<file path="config.mk">
export PLATFORM = sky130hd
export DESIGN_NAME = uart_rx_os
export DESIGN_NICKNAME = d
export VERILOG_FILES = /design/src/rtl/uart_rx_os.sv
export SDC_FILE = /design/constraint.sdc
export NUM_CORES = 1
export LEC_CHECK = 0
export BUFFER_PORTS_ARGS = -buffer_cell sky130_fd_sc_hd__clkbuf_2
export CAP_MARGIN = 10
export CORE_MARGIN = 2
export CORE_UTILIZATION = 25
export DETAILED_ROUTE_END_ITERATION = 6
export PLACE_DENSITY = 0.42
export SYNTH_ARGS = -nofsm -noshare
export SYNTH_HDL_FRONTEND = slang
export SYNTH_SLANG_ARGS = --single-unit
</file>
<file path="constraint.sdc">
create_clock -name clk -period 5.3 [get_ports clk]
set_clock_uncertainty 0.1 [all_clocks]
set_input_delay 0.265 -clock clk [delete_from_list [all_inputs] [get_ports clk]]
set_output_delay 0.265 -clock clk [all_outputs]
set_load 0.005 [all_outputs]
</file>
<file path="src/rtl/uart_rx_os.sv">
// UART receiver driven by a 16x oversample tick: samples rx at bit centres,
// assembles an LSB-first word and reports it with a done strobe and framing flag.
module uart_rx_os #(
    parameter int unsigned DBIT    = 8,
    parameter int unsigned SB_TICK = 16
) (
    input  logic            clk,
    input  logic            rst,
    input  logic            bd_tick,
    input  logic            rx,
    output logic [DBIT-1:0] dout,
    output logic            rx_done_tick,
    output logic            frame_err,
    output logic            busy
);

    localparam int unsigned SW = 5;
    localparam int unsigned NW = 3;

    typedef enum logic [1:0] {
        IDLE,
        START,
        DATA,
        STOP
    } state_t;

    state_t          state;
    logic            rx_meta;
    logic            rx_s;
    logic [SW-1:0]   s;
    logic [NW-1:0]   n;
    logic [DBIT-1:0] shift;

    // Synchronizer, frame FSM and registered outputs share one clocked process.
    always_ff @(posedge clk) begin
        if (rst) begin
            state        <= IDLE;
            rx_meta      <= 1'b1;
            rx_s         <= 1'b1;
            s            <= '0;
            n            <= '0;
            shift        <= '0;
            dout         <= '0;
            rx_done_tick <= 1'b0;
            frame_err    <= 1'b0;
            busy         <= 1'b0;
        end else begin
            rx_meta      <= rx;
            rx_s         <= rx_meta;
            rx_done_tick <= 1'b0;

            case (state)
                IDLE: begin
                    // Start-edge detection needs no tick, so a frame can follow the stop sample directly.
                    if (!rx_s) begin
                        state <= START;
                        s     <= '0;
                        busy  <= 1'b1;
                    end
                end

                START: begin
                    if (bd_tick) begin
                        if (s == SW'(7)) begin
                            if (!rx_s) begin
                                state <= DATA;
                                s     <= '0;
                                n     <= '0;
                            end else begin
                                state <= IDLE;
                                busy  <= 1'b0;
                            end
                        end else begin
                            s <= s + SW'(1);
                        end
                    end
                end

                DATA: begin
                    if (bd_tick) begin
                        if (s == SW'(15)) begin
                            s     <= '0;
                            shift <= {rx_s, shift[DBIT-1:1]};
                            if (n == NW'(DBIT - 1)) begin
                                state <= STOP;
                            end else begin
                                n <= n + NW'(1);
                            end
                        end else begin
                            s <= s + SW'(1);
                        end
                    end
                end

                STOP: begin
                    if (bd_tick) begin
                        if (s == SW'(SB_TICK - 1)) begin
                            state        <= IDLE;
                            busy         <= 1'b0;
                            dout         <= shift;
                            rx_done_tick <= 1'b1;
                            frame_err    <= ~rx_s;
                        end else begin
                            s <= s + SW'(1);
                        end
                    end
                end

                default: begin
                    state <= IDLE;
                    busy  <= 1'b0;
                end
            endcase
        end
    end

endmodule

</file>
==> impl_metrics.toml, run 1 <==
[clocking]
clk_latency_ps = 280
cts_root_buf = "clkbuf_8"
cts-hold-fix-buffers = 0
numClockSinks = 31
cts_tree = "built"
clk_pin_slew_ps = 60
postCtsSetupBuffers = 0
cts_buffers = 5
htreeDepth = 2
max-clock-path-buffers = 2
cts_resized = 0

[grt]
overflow = 0
antenna_found_initial = 0
grt_max_degree = 31
grt.total_usage = 0.104
grt_pass1_wl_um = 5130
grt_pass1_vias = 1048

[critical_path]
cp_num_buf_inv = 0
worst_path_largest_cell_delay_ps = 570
critPathSlowestCell = "nand4_1"
cp_top_family = "simple AND/OR/NAND/NOR gates"
arrival_ps = 2190
worstSetupPathType = "reg2reg"
required_ps = 5340
regToRegEndpoint = "dout[0]"
crit_start = "s[0]"
cp_cell_sequence = "ha_1, and4b_4, nand4_1, mux2i_1, nor2_1"
worstSetupEndpoint = "dout[0]"
timing.rr.start = "s[0]"
worst-path-stages = 5
setup.worst_path.end_class = "flip-flop"
start_kind = "flip-flop"
rrSetupSlack_ps = 3150
worstPathMaxFanout = 10
rr_worst_depth = 5

[logic_synthesis]
synth_seq_cells = 31
synth_ff_type = "dfxtp_1"
synth_top_cells_by_count = "dfxtp_1 (31), nor2_1 (22), mux2i_1 (18), a21oi_1 (7)"
syn-num-nets = 165
synth_edf_count = 0
yosysTopAreaCell = "dfxtp_1"
yosysWarnings = 0
avgSynthCellArea_um2 = 9.36
yosysSeqAreaShare = 0.422
synth.top_cell.area_share = 0.422
synth_area_mm2 = 0.00147
synthArstFlopShare = 0
syn_inst = 157
synth_area_leaders = "dfxtp_1 (42%), mux2i_1 (12%), nor2_1 (5.6%)"
ys_types = 44
yosysMostFrequentCell = "dfxtp_1"

[timing]
period_needed_ps = 2150
slew_viol_final = 0
max-slew-margin-rel = 0.528
finalSetupViolCount = 0
fmax_mhz = 466
tightest_slew_ps = 705
holdWs_ps = 69.4
setup_tns_ps = 0
rsz0062_at_grt = "false"
timing.final.crit_share = 0.405
hold_violations = 0

[pwr]
leakagePower_nw = 0.700
cellPowerDensity_mw_per_mm2 = 260
ir_worst_vdd_v = 0.000121
p_total_w = 0.000433

[drt]
dr.pass1.iters = 6
wl_per_cell_um = 12.4
drtIter0Drc = 76
drc = 0
routed-via-count = 1130
wl_um = 3000
ant_nets = 0
via_per_inst = 4.69

[status]
status = "complete, no violations"

[floorplanning]
coreArea_mm2 = 0.00561
initial_core_util = 0.262
io_pins = 15
num_rows = 27
die_area_mm2 = 0.00651
die_y_um = 80.7
die_w_um = 80.7

[final_layout]
ff_latch_area_um2 = 621
area_growth_pct = 13.3
drive_above_1_share = 0.189
multi_input_area_um2 = 777
final_cells = 241
n_fill_cell = 623
nNetsFinal = 176
antenna_cells = 0

[hold_path]
hold_class = "in2reg"

[placed_design]
numPlacedInstances = 233
port_buffers = 14
finalWeightedCongestion = 0.725
dp_hpwl_um = 2070

[flow_run]
drv_cap = 0
[state kept, by name (all words and copies together), names as in the netlist, named ones only]
signal,count
rx_s,1
rx_done_tick,1
state,1
n,3
rx_meta,1
busy,1
dout,8
frame_err,1
s,5
shift,8
[area by class of cell]
class / count / area share
tap: 72 / 0.0541
sequential: 31 / 0.373
timing repair buffer: 14 / 0.0421
clock buffer: 6 / 0.0436
clock inverter: 2 / 0.00751
inverter: 6 / 0.0135
multi-input combinational: 110 / 0.467
[metrics by stage]
step	setup WS [ps]	cell area, µm²	utilization
6_report	3150	1670	0.297
4_1_cts	3140	1670	0.297
3_3_place_gp	3190	1580	0.282
3_5_place_dp	3150	1580	0.282
2_1_floorplan	3610	1470	-
5_1_grt	3020	1670	0.297
[worst register-to-register path, delay by kind of cell (launching register included)]
family,cells,cell delay (ps)
AND/OR/NAND/NOR,3,920
flip-flops,1,370
multiplexers,1,360
adder cells (fa/ha/maj),1,270
[placed cells by master, fill, tap and decap left out, types with 2 or more instances in the layout]
cell type and n:
dfxtp_1 31, nor2_1 22, mux2i_1 18, clkbuf_2 14, a21oi_1 7, nand2_1 6
inv_1 6, nand3_1 5, clkbuf_8 5, or2_2 4, ha_1 4, nand4_1 3
nor2b_1 3, a211oi_1 3, o21ai_0 3, or2b_1 2, nor3b_2 2, o21a_1 2
or4_1 2
[cell families (layout without fill, tap and decap cells)]
| logic type | after synthesis | count (layout) | share of synthesized area |
|---|---|---|---|
| simple gates | 56 | 56 | 0.210 |
| compound gates | 31 | 31 | 0.154 |
| flops | 31 | 31 | 0.422 |
| mux | 19 | 19 | 0.130 |
| buf+inv | 16 | 28 | 0.0494 |
| fa+ha+maj | 4 | 4 | 0.0340 |
[report_power, final]
group	total, W	internal, W	leakage, nW	switching [W]
Combinational	0.0000187	0.00000678	0.408	0.0000119
Sequential	0.000238	0.000235	0.250	0.00000335
Clock	0.000177	0.0000915	0.0412	0.0000850
Total	0.000433	0.000333	0.700	0.000100
[routing by layer]
metal  vias to the layer above  routed length [µm]  global-route usage
li1                        579                   -                   -
met2                        16                1420               0.164
met5                         -                   0                   0
met3                         2                 109              0.0438
met1                       533                1440               0.128
met4                         0                  23              0.0356
[worst min path at each step]
stage          startpoint  endpoint  slack (ps)  cells after the start
2_1_floorplan          rx   rx_meta         270                      1
3_3_place_gp      rx_meta      rx_s         300                      1
3_5_place_dp      rx_meta      rx_s         300                      1
4_1_cts                rx   rx_meta          60                      2
5_1_grt                rx   rx_meta          50                      2
6_report               rx   rx_meta          70                      2
Note: power is estimated with default switching activity, not from simulation.
==> run 2: changes to the inputs <==
Settings changed: PLACE_DENSITY 0.42 to 0.44.
Clock period 5.3 ns to 1.9 ns, I/O delays scaled along.
==> run 2 against run 1 <==
Wire length grew 3.7%; critical path depth grew 1; sequential share of layout area shrank 3.2 points; hold slack gained 57 ps; setup slack lost 3000 ps; critical path type unchanged; largest cell class unchanged; largest power group is now the clock network.
==> impl_metrics.toml, run 2 (synthesized netlist as in run 1, its figures left out) <==
[floorplanning]
initial_core_util = 0.262
die_y_um = 80.7
io_pins = 15
die_w_um = 80.7
num_rows = 27
die_area_mm2 = 0.00651
coreArea_mm2 = 0.00561

[critical_path]
cp_cell_sequence = "ha_2, ha_4, nor3b_4, o2bb2ai_4, or4_1, a21oi_1"
critPathSlowestCell = "or4_1"
worstPathMaxFanout = 6
worst_path_largest_cell_delay_ps = 470
setup.worst_path.end_class = "flip-flop"
worstSetupPathType = "reg2reg"
start_kind = "flip-flop"
required_ps = 2010
arrival_ps = 1900

[timing]
period_needed_ps = 1790
rsz0062_at_grt = "false"
setup_tns_ps = 0
fmax_mhz = 559
timing.final.crit_share = 0.941
tightest_slew_ps = 448
finalSetupViolCount = 0
slew_viol_final = 0
holdWs_ps = 127
max-slew-margin-rel = 0.702
hold_violations = 0

[placed_design]
port_buffers = 14
dp_hpwl_um = 2130
finalWeightedCongestion = 0.774

[clocking]
clk_latency_ps = 280
cts_root_buf = "clkbuf_8"
numClockSinks = 31
clk_pin_slew_ps = 70
htreeDepth = 2
cts_buffers = 5
cts_tree = "built"
max-clock-path-buffers = 2

[final_layout]
top_regs = "dout: 8 flops, shift: 8 flops, s: 5 flops"
final_common_cell = "dfxtp_1"
fin_util = 0.326
antenna_cells = 0
layout_common_cells = "dfxtp_1 (30), nor2_1 (22), mux2i_1 (18)"
nNetsFinal = 183
drive_above_1_share = 0.239
area_growth_pct = 24.3

[drt]
via_per_inst = 4.70
ant_nets = 0
dr.pass1.iters = 4
wl_per_cell_um = 12.5
routed-via-count = 1165
wl_um = 3110
drc = 0
drtIter0Drc = 82

[pwr]
power.switching_w = 0.000297
combPwrFrac = 0.041
p_seq_frac = 0.441
cellPowerDensity_mw_per_mm2 = 821
pwr-share-clk = 0.517
swShare = 0.198
p_total_w = 0.00150
ir_worst_vdd_v = 0.000311
leakagePower_nw = 0.752
p_int_w = 0.00120

[grt]
top_usage_layer = "met2"
grtUsageMet2 = 0.172
antenna_found_initial = 0
grt_pass1_vias = 1136
overflow = 0
grt_pass1_wl_um = 5380
grt_max_degree = 22
use_met1 = 0.134
grt.total_usage = 0.109
grt_use_met3 = 0.0382

[hold_path]
hold_class = "in2reg"

[flow_run]
drv_cap = 0

[status]
status = "complete, no violations"
-- run 2: timing repair --
action / in CTS / in global routing
hold buffers: 1 / 0
gates resized for setup: 0 / 8
setup endpoints to repair: 0 / 13
endpoints found under the hold margin: 1 / 0
setup buffers: 0 / 1
-- run 2: routing by layer --
layer / up-vias / part of all wire
met2: 18 / 0.44
met4: 0 / 0.014
li1: 590 / -
met1: 552 / 0.50
met3: 5 / 0.039
met5: - / 0
-- run 2: path summary, 6_finish.rpt --
check | start | to | slack [ps] | cells past startpoint
setup / recovery | n[0] | n[0] | 110 | 6
hold / removal | bd_tick | flip-flop | 130 | 2
setup reg to reg | n[0] | n[0] | 110 | 6
hold reg to reg | rx_meta | rx_s | 310 | 1
-- run 2: cell type report --
cell class,instances,area [µm²]
well taps,72,90.1
multi-input cells,110,823
repair buffers,21,138
clock inverters,2,60.1
inverters,6,22.5
clock buffers,6,72.6
fillers,605,3780
flip-flops and latches,31,622
-- run 2: worst max-delay path: cells and delay by family, from the launching register on --
family	cells	cell delay [ps]
adders and majority gates	2	370
DFF	1	320
and+or+nand+nor	2	690
AOI/OAI and AO/OA	2	240
-- run 2: metrics by stage --
step                setup slack (ps)  instance area [µm²]  cells
detailed placement              63.1                 1630    238
global route                    4.83                 1830    248
finish                           112                 1830    248
floorplan                        212                 1470    157
global placement                 120                 1630    238
CTS                             49.8                 1770    247
-- run 2: power by group through the flow --
stage	Combinational (W)	Sequential, W	Clock [W]
4_1_cts	0.0000614	0.000661	0.000794
3_3_place_gp	0.0000585	0.000676	0
6_report	0.0000622	0.000662	0.000776
5_1_grt	0.0000708	0.000663	0.000827
2_1_floorplan	0.0000447	0.000673	0
3_5_place_dp	0.0000595	0.000676	0
==> run 3: changes to the inputs <==
Settings changed: GPL_TIMING_DRIVEN from default to 0.
==> run 3 against run 2 <==
Sequential share of layout area decreased by 0.21 points; largest cell class unchanged; core utilization up 0.20 points; via count is 2.7% higher; sequential cell count unchanged; global-route usage increased by 0.12 points; clock-buffer cell count did not move; wire length increased by 5.3%; critical endpoint unchanged; register-to-register slack lost 40 ps; highest routed layer unchanged.
==> impl_metrics.toml, run 3 (synthesized netlist as in run 1, its figures left out) <==
[drt]
wl_um = 3270
dr.pass1.iters = 7
wl_per_cell_um = 12.9
drtIter0Drc = 71
via_per_inst = 4.71
drc = 0
ant_nets = 0
routed-via-count = 1197

[critical_path]
required_ps = 2000
arrival_ps = 1940
start_kind = "flip-flop"
setup.worst_path.end_class = "flip-flop"
crit_start = "n[0]"
cp_cell_sequence = "ha_1, ha_2, nor3b_4, o2bb2ai_4, or4_4, a21oi_2"
worstPathMaxFanout = 4
worst_path_largest_cell_delay_ps = 490
worstSetupPathType = "reg2reg"
timing.rr.start = "n[0]"
critPathSlowestCell = "or4_4"

[timing]
setup_tns_ps = 0
max-slew-margin-rel = 0.646
tightest_slew_ps = 531
period_needed_ps = 1830
finalSetupViolCount = 0
slew_viol_final = 0
fmax_mhz = 546
timing.final.crit_share = 0.964
holdWs_ps = 37.5
hold_violations = 0

[floorplanning]
die_y_um = 80.7
num_rows = 27
die_w_um = 80.7
die_area_mm2 = 0.00651
initial_core_util = 0.262
coreArea_mm2 = 0.00561
io_pins = 15

[placed_design]
finalWeightedCongestion = 0.803
port_buffers = 14
dp_hpwl_um = 2300

[pwr]
leakagePower_nw = 0.766
cellPowerDensity_mw_per_mm2 = 811
ir_worst_vdd_v = 0.000374

[final_layout]
drive_above_1_share = 0.253
area_growth_pct = 25.1
fin_util = 0.328
final_common_cell = "dfxtp_1"
nNetsFinal = 189
layout_common_cells = "dfxtp_1 (30), nor2_1 (22), mux2i_1 (18)"
top_regs = "dout: 8 flops, shift: 8 flops, s: 5 flops"
antenna_cells = 0

[flow_run]
drv_cap = 0

[clocking]
numClockSinks = 31
max-clock-path-buffers = 2
cts_tree = "built"
htreeDepth = 2
clk_latency_ps = 280
clk_pin_slew_ps = 60
cts_buffers = 5
cts_root_buf = "clkbuf_8"

[grt]
grt_pass1_wl_um = 5490
overflow = 0
grt.total_usage = 0.110
grt_max_degree = 11
antenna_found_initial = 0
grt_pass1_vias = 1160

[hold_path]
hold_class = "in2reg"
hold_start = "rst"

[status]
status = "complete, no violations"
## run 3: final timing paths
check                  end  slack (ps)  depth (start not counted)
hold / removal    state[0]          40                          3
setup / recovery      n[0]          70                          6
setup reg to reg      n[0]          70                          6
hold reg to reg       rx_s         310                          1
## run 3: cell type report
type	instances	area (µm²)
fill	594	3770
multi-input combinational	110	825
sequential	31	622
timing repair buffer	17	95.1
tap	72	90.1
clock buffer	6	72.6
clock inverter	2	60.1
buffer	10	52.6
inverter	6	22.5
## run 3: per-layer routing
metal / part of all wire / vias up / track usage
met2: 0.49 / 18 / 0.180
met1: 0.46 / 568 / 0.138
li1: - / 606 / -
met5: 0 / - / 0
met3: 0.038 / 5 / 0.0292
met4: 0.012 / 0 / 0.0407
## run 3: per-stage QoR
step / worst slack [ps] / total power, W / cells / instance area (µm²)
6_report: 67.5 / 0.00149 / 254 / 1840
2_1_floorplan: 212 / 0.000718 / 157 / 1470
3_3_place_gp: 27.9 / 0.000737 / 243 / 1630
4_1_cts: 27.5 / 0.00151 / 252 / 1790
3_5_place_dp: -31.7 / 0.000737 / 243 / 1630
5_1_grt: -4.25 / 0.00155 / 254 / 1840
## run 3: critical path: cells and delay by family, from the launching register on
| kind | cells | cell delay (ps) |
|---|---|---|
| AOI/OAI and AO/OA | 2 | 240 |
| DFF | 1 | 320 |
| and+or+nand+nor | 2 | 710 |
| adders and majority gates | 2 | 390 |
## run 3: timing repair
| action | CTS | global route |
|---|---|---|
| endpoints found under the setup margin | 1 | 7 |
| gates resized for setup | 2 | 11 |
| hold buffers | 1 | 0 |
| pin swaps | 0 | 3 |
| hold endpoints to repair | 1 | 0 |
| buffers inserted | 0 | 2 |
## run 3: where the power goes
part           switching (W)  total [W]  leakage (nW)  internal, W
Combinational      0.0000427  0.0000680         0.450    0.0000253
Clock               0.000240   0.000764        0.0654     0.000524
Sequential        0.00000445   0.000660         0.251     0.000655
